===== config.mk =====
export PLATFORM = sky130hd
export DESIGN_NAME = alarm_siren_ctrl
export DESIGN_NICKNAME = d
export VERILOG_FILES = /design/src/rtl/alarm_siren_ctrl.sv
export SDC_FILE = /design/constraint.sdc
export NUM_CORES = 1
export LEC_CHECK = 0
export ABC_AREA = 1
export BUFFER_PORTS_ARGS = -buffer_cell sky130_fd_sc_hd__buf_2
export CORE_UTILIZATION = 50
export CTS_BUF_LIST = sky130_fd_sc_hd__clkbuf_4
export CTS_CLUSTER_SIZE = 10
export DETAILED_ROUTE_END_ITERATION = 10
export GPL_TIMING_DRIVEN = 0
export PLACE_DENSITY_LB_ADDON = 0.2
export SYNTH_ARGS = -nofsm -noshare
export SYNTH_HDL_FRONTEND = slang
export SYNTH_SLANG_ARGS = --single-unit

===== constraint.sdc =====
create_clock -name clk -period 5.2 [get_ports clk]
set_clock_uncertainty 0.15 [all_clocks]
set_input_delay 0.26 -clock clk [delete_from_list [all_inputs] [get_ports clk]]
set_output_delay 0.26 -clock clk [all_outputs]
set_load 0.03 [all_outputs]

===== src/rtl/alarm_siren_ctrl.sv =====
// Alarm responder: debounced trigger, arm/entry-delay FSM, timed siren and blinking strobe.
// All outputs registered (one enabled edge after the deciding inputs); ena=0 freezes every register.
module alarm_siren_ctrl #(
  parameter int DEBOUNCE_CYCLES = 4,
  parameter int ENTRY_DELAY     = 16,
  parameter int SIREN_TIME      = 64,
  parameter int BLINK_HALF      = 4
) (
  input  logic       clk,
  input  logic       rst_n,
  input  logic       ena,
  input  logic       trig,
  input  logic       arm,
  input  logic       ack,
  output logic [2:0] state_o,
  output logic       siren,
  output logic       strobe,
  output logic       armed,
  output logic [3:0] event_cnt
);

  localparam int DB_W  = $clog2(DEBOUNCE_CYCLES + 1);
  localparam int DLY_W = $clog2(ENTRY_DELAY + 1);
  localparam int SIR_W = $clog2(SIREN_TIME + 1);
  localparam int BLK_W = $clog2(BLINK_HALF + 1);

  localparam logic [DB_W-1:0]  DB_LAST  = DB_W'(DEBOUNCE_CYCLES - 1);
  localparam logic [DLY_W-1:0] DLY_LOAD = DLY_W'(ENTRY_DELAY - 1);
  localparam logic [SIR_W-1:0] SIR_LOAD = SIR_W'(SIREN_TIME - 1);
  localparam logic [BLK_W-1:0] BLK_LAST = BLK_W'(BLINK_HALF - 1);

  typedef enum logic [2:0] {
    ST_DISARMED = 3'd0,
    ST_ARMED    = 3'd1,
    ST_ENTRY    = 3'd2,
    ST_ALARM    = 3'd3,
    ST_SILENCED = 3'd4
  } state_e;

  state_e           state_q, state_d;
  logic             trig_db_q, trig_db_d;
  logic [DB_W-1:0]  db_cnt_q, db_cnt_d;
  logic [DLY_W-1:0] dly_q, dly_d;
  logic [SIR_W-1:0] sir_q, sir_d;
  logic [BLK_W-1:0] blk_q, blk_d;
  logic             siren_q, siren_d;
  logic             strobe_q, strobe_d;
  logic             armed_q, armed_d;
  logic [3:0]       cnt_q, cnt_d;

  always_comb begin
    state_d   = state_q;
    trig_db_d = trig_db_q;
    db_cnt_d  = db_cnt_q;
    dly_d     = dly_q;
    sir_d     = sir_q;
    blk_d     = blk_q;
    siren_d   = siren_q;
    strobe_d  = strobe_q;
    armed_d   = armed_q;
    cnt_d     = cnt_q;

    if (ena) begin
      if (trig == trig_db_q) begin
        db_cnt_d = '0;
      end else if (db_cnt_q == DB_LAST) begin
        trig_db_d = trig;
        db_cnt_d  = '0;
      end else begin
        db_cnt_d = db_cnt_q + 1'b1;
      end

      // The FSM reacts to the filtered level already held, not this cycle's update.
      if (!arm) begin
        state_d = ST_DISARMED;
      end else begin
        case (state_q)
          ST_DISARMED: state_d = ST_ARMED;
          ST_ARMED: begin
            if (trig_db_q) begin
              state_d = ST_ENTRY;
              dly_d   = DLY_LOAD;
            end
          end
          ST_ENTRY: begin
            if (dly_q == '0) begin
              state_d = ST_ALARM;
              sir_d   = SIR_LOAD;
              if (cnt_q != 4'd15) cnt_d = cnt_q + 4'd1;
            end else begin
              dly_d = dly_q - 1'b1;
            end
          end
          ST_ALARM: begin
            if (ack || (sir_q == '0)) state_d = ST_SILENCED;
            else                      sir_d   = sir_q - 1'b1;
          end
          ST_SILENCED: begin
            if (!trig_db_q) state_d = ST_ARMED;
          end
          default: state_d = ST_DISARMED;
        endcase
      end

      siren_d = (state_d == ST_ALARM);
      armed_d = (state_d != ST_DISARMED);
      if (state_d == ST_ALARM) begin
        if (state_q != ST_ALARM) begin
          strobe_d = 1'b1;
          blk_d    = '0;
        end else if (blk_q == BLK_LAST) begin
          strobe_d = ~strobe_q;
          blk_d    = '0;
        end else begin
          blk_d = blk_q + 1'b1;
        end
      end else begin
        strobe_d = (state_d == ST_SILENCED);
      end
    end
  end

  always_ff @(posedge clk or negedge rst_n) begin
    if (!rst_n) begin
      state_q   <= ST_DISARMED;
      trig_db_q <= 1'b0;
      db_cnt_q  <= '0;
      dly_q     <= '0;
      sir_q     <= '0;
      blk_q     <= '0;
      siren_q   <= 1'b0;
      strobe_q  <= 1'b0;
      armed_q   <= 1'b0;
      cnt_q     <= '0;
    end else begin
      state_q   <= state_d;
      trig_db_q <= trig_db_d;
      db_cnt_q  <= db_cnt_d;
      dly_q     <= dly_d;
      sir_q     <= sir_d;
      blk_q     <= blk_d;
      siren_q   <= siren_d;
      strobe_q  <= strobe_d;
      armed_q   <= armed_d;
      cnt_q     <= cnt_d;
    end
  end

  assign state_o   = state_q;
  assign siren     = siren_q;
  assign strobe    = strobe_q;
  assign armed     = armed_q;
  assign event_cnt = cnt_q;

endmodule


Word level (Yosys, flattened, before mapping)
Index checks and enable logic that the tools add are counted.
Word-level totals
  bits in registers: 29
  bits in latches: 0
  bits in writable memories: 0
  ROM bits: 0
  input port bits: 6
  output and inout port bits: 10
  word-level logic and storage cells: 66
  memories: 0
Operators by class
  add/sub/neg operators: 5
  $mul: 0
  div/mod/pow operators: 0
  order comparisons: 0
  eq/ne operators: 16
  shifts and indexed selects: 0
  muxes and demuxes: 20
  bitwise gates (word level): 2
  reduce and logical (&&, ||, !) cells: 13
Operators with widths (number)
  $mux 3: 10
  $eq 3x2->1 const B: 5
  $pmux 3 s5: 1
  $reduce_and 5->1: 3
  $mux 7: 2
  $pmux 7 s2: 1
  $mux 5: 2
  $pmux 5 s2: 1
  $ne 2x2->1 const B: 4
  $logic_not 7->1: 1
  $sub 7x1->7 const B: 1
  $add 3x1->3 const B: 2
  $eq 3x3->1 const B: 2
  $logic_not 5->1: 1
  $sub 5x1->5 const B: 1
  $add 4x1->4 const B: 1
  $ne 4x4->1 const B: 1
  $reduce_and 2->1: 2
  $reduce_bool 2->1: 2
  $eq 3x1->1 const B: 1
  $logic_not 3->1: 1
  $mux 1: 3
  $ne 3x1->1 const B: 1
  $ne 3x2->1 const B: 1
  5 further kinds: 6

Logic depth before layout (Yosys ltp)
  word-level depth: 9
  gate-level depth with buffers: 13
  mapped depth without buffers: 13

Worst setup path before layout
OpenSTA, ideal clock, no wires.
  kind: register to register
  from: register state_q[1], in the netlist state_o[1]
  to: register cnt_q[1], in the netlist event_cnt[1]
  setup time: 125 ps
  arrival: 1405 ps
  required time: 4925 ps
  path slack: 3520 ps
  cell stages (with the launch flop): 7
  buffers on the path: 0
  clock period less this slack: 1680 ps
  cell sequence: dfrtp_1 > inv_2 > nor2_4 > nand2_4 > nor2_4 > nand3_1 > mux2_2
Between the ends
  longest elaborated chain between the ends: 2
Ends and longest elaborated chain
  from (decl): RTL line 40  | state_e state_q, state_d;
  from (signal assigned): RTL line 136  | state_q <= state_d;
  $eq 3x2->1: RTL line 77  | case (state_q)
  $reduce_and 5->1 (no source line)
  to (signal assigned): RTL line 145  | cnt_q <= cnt_d;
  to (decl): RTL line 49  | logic [3:0] cnt_q, cnt_d;
Every way passes these cells.
A chain may end at the register's enable or synchronous reset.

Final worst setup path
  from: register sir_q[0]
  to: register siren_q, in the netlist siren
Between the ends
  longest elaborated chain between the ends: 7
Ends and longest elaborated chain
  from (decl): RTL line 44  | logic [SIR_W-1:0] sir_q, sir_d;
  from (signal assigned): RTL line 140  | sir_q <= sir_d;
  $logic_not 7->1: RTL line 95  | if (ack || (sir_q == '0)) state_d = ST_SILENCED;
  $logic_or 1x1->1: RTL line 95
  $mux 3: RTL line 95
  $pmux 3 s5: RTL line 77
  $mux 3: RTL line 74  | if (!arm) begin
  $mux 3: RTL line 63  | if (ena) begin
  $eq 3x2->1: RTL line 105  | siren_d = (state_d == ST_ALARM);
  to (signal assigned): RTL line 142  | siren_q <= siren_d;
  to (decl): RTL line 46  | logic siren_q, siren_d;
Every way passes these cells. The select of a mux whose other input is x is not followed.

==> metrics.txt <==
RePlAce Congestion=0.789; VDD IR max=182 uV; largest net degree at the start of global routing=30; post-DR wirelength/cell=around 11 microns; CTS sink count=29; H-tree levels=2; max_cap viols=0; Die X=about 58 microns; # DRC=0; Port Buffer Count=14; share of layout cells above drive strength 1=approximately 15%; type of the most critical hold path=in2reg; WHS=between 20 and 30 ps; Synth cell types=31; worst endpoint required time=5240 ps; Detailed Routing Iterations Pass 1=4; clock slew at reported path FFs=approximately 80 ps; sequential-to-total area share from yosys stat=about 46%; critical path class=reg2reg; FMAX=between 500 and 600 MHz; post-route ant nets=0; DR iter-0 viols=66; Tcrit/Tclk final=a little under two fifths; startpoint types=register; first-pass GRT wire length=5240 microns; Final Hold Viols=0; Vias/cell=slightly below 5; final core occ=about 58%; DPL Wire Length=approximately 2200 microns; total track usage=about a fifth; pwr/cell area=about 330 nW/um^2; Synth warnings=0; Longest Clk Path Bufs=2; syn avg cell area=8.09 sq um; TritonCTS clock tree=built; initial core utilization=a little over half; CTS Root Cell=clkbuf_4; Detailed Route WL=about 3000 microns; worst-skew pair later-pin latency=between 300 and 400 ps; I/O pins=16; vias in the first global route=between 1000 and 1500; Syn Nets=roughly 210; Crit. End Element=register; leakage power=0.000935 uW; Overflow after GRT=0; worst-path fanout max=10; Final Max Slew Viols=0; nets=~230; total CTS buffers=5; synthesized flop and latch total=29; Die Span Y=between 50 and 60 microns; Slew @ Worst Pin=about 640 ps; area grow syn2layout=11.7%; outcome=completed; Filler cells=roughly 300; Mapped Cells=a little under 200; unrepaired setup endpoints after global routing=no; initial antenna violation count=0; Synth Cell Area=approximately 1600 sq um; ANT cells=0; WP data arrival=a little under 2000 ps; total vias in the final route=around 1300; Total Power=around 570 uW; final setup TNS=0 ps; min Tclk post-route=~1900 ps; commonest non-fill, non-tap cell in the layout=nand2_1; total die area=approximately 3400 sq um; slew margin rel.=57.5%; core area=~3000 sq um; commonest cells after routing, fill and taps aside=nand2_1 (46), dfrtp_1 (29), inv_1 (25); Resized cells post-CTS=0; Std-Cell Rows=20; Final setup viols=0
-- synthesized netlist by cell type (all sizes together) --
library cell	number	share of area, %
nand2	48	12
o21a	1	0.48
inv	26	6.2
o31ai	1	0.48
nor3	4	1.6
or2	1	0.40
a22oi	1	0.48
xnor2	2	1.1
nand3	13	4.1
clkbuf	1	0.24
a31oi	2	0.79
mux2	2	1.4
ha	6	4.8
o21ai	14	4.4
dfrtp	29	46
nor2	25	7.1
nand3b	2	0.95
nand4	4	2.0
xor2	4	2.2
buf	2	0.79
a21oi	5	1.6
o22ai	1	0.40
a21boi	1	0.48
-- flip-flops by register name, indices dropped and copies added (netlist names), 3 cells and up --
name	cells
db_cnt_q	3
blk_q	3
event_cnt	4
dly_q	5
state_o	3
sir_q	7
-- path summary, 6_finish.rpt --
kind | startpoint | endpoint | slack, ps | cells after the start
worst min-delay path | trig | trig_db_q$_DFFE_PN0P_ | 30 | 3
worst max register to register | sir_q[0]$_DFFE_PN0P_ | siren$_DFFE_PN0P_ | 3280 | 10
worst max-delay path | sir_q[0]$_DFFE_PN0P_ | siren$_DFFE_PN0P_ | 3280 | 10
max in group asynchronous | rst_n | db_cnt_q[2]$_DFFE_PN0P_ | 4140 | 2
min in group asynchronous | rst_n | blk_q[2]$_DFFE_PN0P_ | 330 | 2
worst min register to register | sir_q[6]$_DFFE_PN0P_ | sir_q[6]$_DFFE_PN0P_ | 350 | 1
-- critical path, stage by stage (launching register included) --
cell	delay (ps)
dfrtp_1	370
inv_1	140
ha_1	220
inv_1	80
nor2_1	100
nand3_1	90
nand2_1	70
nand2_1	80
nand4_2	200
buf_4	210
o21ai_0	100
-- kinds of logic after synthesis --
logic type	Yosys count	synth area share, %
simple gates	97	28.2
buf+inv	29	7.22
flops	29	46.0
compound gates	26	9.12
xor+xnor	6	3.33
fa+ha+maj	6	4.76
mux	2	1.43
-- where the power goes --
group	switching, uW	total (uW)	internal, uW
clock	72.6	127	54.2
sequential	34.5	298	263
combinational	98.4	150	51.6
total	206	575	369
-- cell type report --
class | instances | area, sq um | share of cell area (%)
plain buffers | 3 | 16.3 | 0.923
well taps | 44 | 55.1 | 3.12
clock buffers | 6 | 45.0 | 2.56
flip-flops and latches | 29 | 726 | 41.2
clock inverters | 1 | 3.75 | 0.213
inverters | 26 | 97.6 | 5.54
multi-input cells | 137 | 738 | 41.9
repair buffers | 15 | 80.1 | 4.55
-- stage by stage --
step           setup slack (ps)  instance area [sq um]  cells
6_report                   3280                   1760    261
5_1_grt                    3090                   1760    261
3_5_place_dp               3300                   1700    253
3_3_place_gp               3360                   1700    253
4_1_cts                    3290                   1760    261
2_1_floorplan              3520                   1580    195
-- per-layer routing --
layer	GRT usage [%]	vias to the layer above	wire [microns]
li1	-	671	-
met3	7.14	5	132
met2	35.0	20	1420
met4	7.14	0	46
met5	0	-	0
met1	25.1	602	1360
-- repair_timing --
item,in CTS,in global routing
endpoints found under the hold margin,29,0
hold buffers,1,0
buffers inserted,0,0
No activity file was read; power rests on OpenSTA's default activity.
